==> config.mk <==
export PLATFORM = sky130hd
export DESIGN_NAME = fetch_buffer
export DESIGN_NICKNAME = d
export VERILOG_FILES = /design/src/rtl/fetch_buffer.sv
export SDC_FILE = /design/constraint.sdc
export NUM_CORES = 1
export LEC_CHECK = 0
export ABC_AREA = 1
export BUFFER_PORTS_ARGS = -buffer_cell sky130_fd_sc_hd__buf_2
export CAP_MARGIN = 20
export CORE_ASPECT_RATIO = 1.25
export CORE_MARGIN = 2
export CORE_UTILIZATION = 55
export DETAILED_ROUTE_END_ITERATION = 8
export PLACE_DENSITY = 0.77
export SYNTH_ARGS = -nofsm -noshare
export SYNTH_HDL_FRONTEND = slang
export SYNTH_SLANG_ARGS = --single-unit
==> constraint.sdc <==
create_clock -name clk -period 5.3 [get_ports clk]
set_clock_uncertainty 0.2 [all_clocks]
set_input_delay 1.06 -clock clk [delete_from_list [all_inputs] [get_ports clk]]
set_output_delay 1.06 -clock clk [all_outputs]
set_load 0.005 [all_outputs]
==> src/rtl/fetch_buffer.sv <==
`default_nettype none
// ============================================================================
// Module      : fetch_buffer
// Description : Fetch stage. Owns the program counter, presents it to a
//               combinational instruction memory and captures each returned
//               word, tagged with its address, into a small prefetch FIFO
//               drained by decode over a valid/ready handshake. A redirect
//               flushes the FIFO and restarts fetch at a new, word-aligned
//               target.
// Revision    : 1.0 - initial release
// ============================================================================
module fetch_buffer #(
    parameter int              XLEN     = 32,
    parameter int              DEPTH    = 4,
    parameter logic [XLEN-1:0] RESET_PC = '0
) (
    input  logic                       clk,
    input  logic                       rst_n,
    output logic [XLEN-1:0]            imem_addr,
    input  logic [XLEN-1:0]            imem_instr,
    output logic                       instr_valid,
    input  logic                       instr_ready,
    output logic [XLEN-1:0]            instr,
    output logic [XLEN-1:0]            instr_pc,
    input  logic                       redirect_valid,
    input  logic [XLEN-1:0]            redirect_pc,
    output logic [$clog2(DEPTH):0]     fifo_count
);

    localparam int             AW      = $clog2(DEPTH);
    localparam int             CW      = AW + 1;
    localparam logic [CW-1:0]  C_DEPTH = CW'(DEPTH);
    localparam logic [XLEN-1:0] C_STEP = XLEN'(4);

    // Prefetch storage: one address and one instruction word per entry.
    logic [XLEN-1:0] pc_mem_q    [DEPTH];
    logic [XLEN-1:0] pc_mem_d    [DEPTH];
    logic [XLEN-1:0] instr_mem_q [DEPTH];
    logic [XLEN-1:0] instr_mem_d [DEPTH];

    logic [XLEN-1:0] fetch_pc_q, fetch_pc_d;
    logic [AW-1:0]   wr_ptr_q,   wr_ptr_d;
    logic [AW-1:0]   rd_ptr_q,   rd_ptr_d;
    logic [CW-1:0]   count_q,    count_d;

    logic w_full;
    logic w_pop;
    logic w_push;

    // The two alignment bits of a redirect target are dropped by design.
    logic unused_redirect_lsbs;
    assign unused_redirect_lsbs = ^redirect_pc[1:0];

    // Handshake and occupancy decode; a redirect suppresses both push and pop
    // so the head being accepted during a flush is discarded, not consumed.
    always_comb begin
        w_full = (count_q == C_DEPTH);
        w_pop  = instr_valid & instr_ready & ~redirect_valid;
        w_push = ~redirect_valid & (~w_full | w_pop);
    end

    // Next-state for PC, pointers, occupancy and the storage arrays.
    always_comb begin
        fetch_pc_d  = fetch_pc_q;
        wr_ptr_d    = wr_ptr_q;
        rd_ptr_d    = rd_ptr_q;
        count_d     = count_q;
        pc_mem_d    = pc_mem_q;
        instr_mem_d = instr_mem_q;

        if (redirect_valid) begin
            fetch_pc_d = {redirect_pc[XLEN-1:2], 2'b00};
            wr_ptr_d   = '0;
            rd_ptr_d   = '0;
            count_d    = '0;
        end else begin
            if (w_push) begin
                pc_mem_d[wr_ptr_q]    = fetch_pc_q;
                instr_mem_d[wr_ptr_q] = imem_instr;
                wr_ptr_d              = wr_ptr_q + AW'(1);
                fetch_pc_d            = fetch_pc_q + C_STEP;
            end
            if (w_pop) begin
                rd_ptr_d = rd_ptr_q + AW'(1);
            end
            if (w_push && !w_pop) begin
                count_d = count_q + CW'(1);
            end else if (w_pop && !w_push) begin
                count_d = count_q - CW'(1);
            end
        end
    end

    // Control state with asynchronous reset.
    always_ff @(posedge clk or negedge rst_n) begin
        if (!rst_n) begin
            fetch_pc_q <= RESET_PC;
            wr_ptr_q   <= '0;
            rd_ptr_q   <= '0;
            count_q    <= '0;
        end else begin
            fetch_pc_q <= fetch_pc_d;
            wr_ptr_q   <= wr_ptr_d;
            rd_ptr_q   <= rd_ptr_d;
            count_q    <= count_d;
        end
    end

    // Entry storage needs no reset: contents are only observed when counted.
    always_ff @(posedge clk) begin
        pc_mem_q    <= pc_mem_d;
        instr_mem_q <= instr_mem_d;
    end

    // Outputs come straight from registered state.
    always_comb begin
        imem_addr   = fetch_pc_q;
        instr_valid = (count_q != '0);
        instr       = instr_mem_q[rd_ptr_q];
        instr_pc    = pc_mem_q[rd_ptr_q];
        fifo_count  = count_q;
    end

endmodule
`default_nettype wire
Yosys cells after proc, flatten, opt, wreduce, memory -nomap -nowiden
Cells that the tools add are included.
- bits in registers: 295
- logic and storage cells: 58
- add/subtract/negate cells: 5
- $lt $le $gt $ge: 3
- muxes and demuxes: 19
- reduce and logical (&&, ||, !) cells: 10
- eq/ne operators: 1
- bitwise gates (word level): 8
- operators with widths (kind ; count):
    bitwise mux 128 bit ; 2
    two-way mux 32 bit ; 7
    binary-select mux 32 bit (select 2 bit) ; 2
    demux 32 bit (select 2 bit) ; 1
    adder 32 x 3 -> 32 bit (second input constant) ; 1
    two-way mux 3 bit ; 3
    two-way mux 2 bit ; 4
    >= comparator 3 bit (second input constant) ; 2
    NOT 2 -> 3 bit ; 2
    nonzero test 3 bit ; 2
    adder 2 x 1 -> 2 bit (second input constant) ; 2
    nonzero test 2 bit ; 2
    adder 3 x 1 -> 3 bit (second input constant) ; 1
    bitwise AND 1 bit ; 3
    == test 3 bit (second input constant) ; 1
    logical AND 1 bit ; 3
    < comparator 3 x 1 -> 1 bit (second input constant) ; 1
    subtractor 3 x 1 -> 3 bit (second input constant) ; 1
    zero test 1 bit ; 2
    NOT 1 bit ; 2
    AND reduction 2 bit ; 1
    bitwise OR 1 bit ; 1

Logic depth before layout (Yosys ltp)
- depth in word-level cells: 10
- depth in mapped cells: 13
- gate-level depth less buffers: 12

Worst setup path after synthesis
No wires, ideal clock.
- path type: input -> register
- start point: input port redirect_valid
- end point: register instr_mem_q[0] (netlist bit) (enable)
- stages: 7
- required time: 4.618 ns
- library setup time: 0.482 ns
- path slack: 0.328 ns
- data arrival time: 4.290 ns
- cell sequence: buf_6 > inv_4 > a21oi_4 > nand2_2 > nand2_4 > buf_2 > nor2_1
- cells in the longest elaborated chain, start to end: 5
- RTL lines (what ; RTL line ; source):
    start, declared ; 25 ; input logic redirect_valid,
    NOT 1 bit (no line) (*) ; - ;
    bitwise AND 1 bit ; 58 ; w_pop = instr_valid & instr_ready & ~redirect_valid;
    bitwise OR 1 bit ; 59 ; w_push = ~redirect_valid & (~w_full | w_pop);
    bitwise AND 1 bit ; 59 ;
    AND reduction 2 bit (no line) (*) ; - ;
    end signal, assigned ; 112 ; instr_mem_q <= instr_mem_d;
    end, declared ; 38 ; logic [XLEN-1:0] instr_mem_q [DEPTH];
Mark *: on every way between the ends. The rest lies on a longest branch, timed or not.
A chain may end at the register's enable or synchronous reset.

Final worst setup path
- start point: register rd_ptr_q[0]
- end point: output port instr_pc[16]
- cells in the longest elaborated chain, start to end: 4
- RTL lines (what ; RTL line ; source):
    start, declared ; 43 ; logic [AW-1:0] rd_ptr_q, rd_ptr_d;
    start signal, assigned ; 104 ; rd_ptr_q <= rd_ptr_d;
    NOT 2 -> 3 bit (not written as such) ; 120 ; instr_pc = pc_mem_q[rd_ptr_q];
    binary-select mux 32 bit (select 2 bit) ; 120 ;
    two-way mux 32 bit (not written as such) (2 in a row) ; 120 ;
    end, declared ; 24 ; output logic [XLEN-1:0] instr_pc,
Every way passes these cells. The select of a mux whose other input is x is not followed.

==> key figures <==
Hold path
  • Min-delay worst type: reg -> reg

Pwr
  • Flop pwr share: 50.5%
  • Pwr Density: 420 nW/µm²
  • Combinational Power Share: 19.0%
  • Peak VDD IR: 0.257 mV
  • Psw: 1640 µW
  • Leak: 0.00513 µW
  • Clock share of power: 30.4%
  • Sw Ratio: 28.4%
  • Internal power: 4120 µW

CTS
  • # hold bufs at CTS: 0
  • Post_cts resized: 0
  • CTS root buf: clkbuf_16
  • Cts bufs inserted: 27
  • Post-CTS Setup Inserts: 0
  • Clock tree buffer depth: 3
  • CTS tree: built
  • H-tree depth: 1
  • Clock-pin slew on the worst setup and hold paths: 70 ps
  • Worst-Skew Late Latency: 540 ps
  • # clock sinks: 285

Cells and area
  • Fillers: 1584
  • Antenna diode instance count: 0
  • Number of nets in the layout: 1230
  • Util after Layout: 65.3%
  • Share of cells above drive strength 1: 21.4%
  • Area grow syn2layout: 15.9%

Global route
  • GR Overflow Total: 0
  • Initial antenna violation count: 0
  • GRT Total Usage: 22.9%
  • Vias in the first global route: 7944
  • First-pass GRT wire length: 40500 µm
  • Largest net degree at the start of global routing: 107

Die
  • Initial Util: 56.4%
  • IO Count: 168
  • DIE WIDTH: 135 µm
  • Chip Height: 168 µm
  • Row cnt: 59
  • Die area: 22700 µm²
  • Core area: 21000 µm²

Synthesis
  • Top cell type's share of synthesized area: 63.0%
  • Synth warn: 0
  • Number of flops mapped to enable cells by yosys: 248
  • Area contributors post-synth: edfxtp_1 63%, dfrtp_1 7.8%, nor2_1 5.7%, o21ai_0 5.5%, nand2_1 4.6%
  • Seq/Total Area, Yosys: 70.9%
  • Synthesized area: 11800 µm²
  • Yosys top cell by area: edfxtp_1
  • Mean Syn Cell Area: 11.8 µm²
  • Synth unique cells: 39
  • Yosys reg bits: 285
  • Synth Instances: 1005
  • Post-synth top cells: 248 x edfxtp_1, 178 x nor2_1, 146 x nand2_1
  • Share of flip-flops with an asynchronous set or reset: 13.0%
  • Top-count cell post-synth: edfxtp_1
  • Top FF cell, synth: edfxtp_1

Setup path
  • Crit path kind: reg -> out
  • Maximum fanout along the worst path: 106
  • Req. time, crit path: 4040 ps
  • CP Launch Type: flip-flop
  • Critical Path AT: 2670 ps
  • Crit end category: output pin

Detailed routing
  • Drt wl/cell: 18.1 µm
  • Routed via count: 8166
  • Drt drc: 0
  • Drt first pass iters: 5
  • Final WL: 26100 µm
  • Initial detailed-routing violation count: 531
  • Post-DRT Antenna Nets: 0
  • Via-per-instance ratio: 5.65

Place
  • PortBufs: 161
  • Post-DP HPWL: 15600 µm
  • GP Congestion: 0.915

STA
  • Unrepaired setup endpoints after global routing: false
  • Worst-margin pin slew: 1020 ps
  • Final min period: 3930 ps
  • Final TNS setup: 0 ps
  • # setup viols final: 0
  • Final period util: 74.1%
  • Final-report max-slew violation count: 0
  • Max Clk Rate: 255 MHz
  • Slew Limit Headroom: 32.0%
  • Final Hold Vio Count: 0

Run
  • MaxCap Viol Count: 0

Run status
  • Run status: completed
==> logic make-up after synthesis <==
logic type / Yosys count / share of synthesized area, %
and+or+nand+nor: 379 / 13.3
adders and majority gates: 6 / 0.699
other: 1 / 0.0317
xor gates and xnor gates: 12 / 0.890
DFF: 285 / 70.9
AOI/OAI and AO/OA: 224 / 10.7
buffers and inverters: 98 / 3.58
==> flip-flops by register name, summed over array words and instances, names as in the netlist <==
name and cells:
fifo_count 3, imem_addr 30, instr_mem_q 128, pc_mem_q 120, rd_ptr_q 2, wr_ptr_q 2
==> per-stage QoR <==
stage / hold WS, ps / setup WS, ps / total power [µW] / cell area (µm²) / instances
2_1_floorplan: 299 / 328 / 3540 / 11800 / 1008
3_3_place_gp: 310 / 1450 / 4020 / 12900 / 1400
3_5_place_dp: 307 / 1520 / 4050 / 12900 / 1400
4_1_cts: 324 / 1340 / 5790 / 13700 / 1445
5_1_grt: 350 / 1210 / 6020 / 13700 / 1446
6_report: 328 / 1370 / 5760 / 13700 / 1446
==> layer usage <==
metal | wire length, µm | part of all wire [%] | track usage (%) | vias to the layer above
met3 | 1780 | 6.8 | 3.34 | 62
li1 | - | - | - | 3850
met5 | 0 | 0 | 0 | -
met1 | 10300 | 39 | 29.1 | 3922
met2 | 13100 | 50 | 39.1 | 332
met4 | 947 | 3.6 | 10.3 | 0
==> final timing paths <==
kind	start	slack [ps]	cells after the start	end
max in group asynchronous	rst_n	3830	1	rd_ptr_q[0]
min reg2reg	fifo_count[1]	330	2	fifo_count[1]
min in group asynchronous	rst_n	430	1	imem_addr[28]
max reg2reg	fifo_count[2]	2760	6	instr_mem_q[59]
min	fifo_count[1]	330	2	fifo_count[1]
max	rd_ptr_q[0]	1370	4	instr_pc[16]
==> critical path, stage by stage, from the launching register on <==
cell and delay [ps]:
dfrtp_4 580, buf_4 840, o21ai_0 230, o22ai_1 290
buf_2 180
==> placed cells by master (no fill, tap or decap), drive strengths merged <==
cell / instances
nand3: 31
ha: 5
dfrtp: 37
clkinvlp: 1
o211ai: 1
xor2: 7
nand2: 152
fa: 1
or2: 2
nand4: 1
a41oi: 1
a31oi: 1
clkbuf: 34
nand3b: 4
nor2: 189
o21ai: 142
o22ai: 64
a22oi: 8
inv: 45
edfxtp: 248
buf: 173
a211oi: 1
o22a: 1
clkinv: 8
xnor2: 5
conb: 4
bufinv: 1
a21oi: 5
==> power by group through the flow <==
| stage | clock network [µW] | registers [µW] | logic (µW) |
|---|---|---|---|
| 2_1_floorplan | 0 | 2900 | 640 |
| 3_3_place_gp | 0 | 2940 | 1080 |
| 3_5_place_dp | 0 | 2950 | 1100 |
| 4_1_cts | 1780 | 2900 | 1110 |
| 5_1_grt | 1870 | 2930 | 1220 |
| 6_report | 1750 | 2910 | 1090 |
==> final cells by class <==
cell class              instances  area [µm²]  share of cell area [%]
repair buffers                173         946                    6.91
well taps                     274         343                    2.50
clock inverters                11        85.1                   0.621
flip-flops and latches        285        8380                    61.2
inverters                      44         169                    1.23
multi-input cells             625        3060                    22.4
clock buffers                  34         712                    5.20
Power figures use the tool's default switching activity.
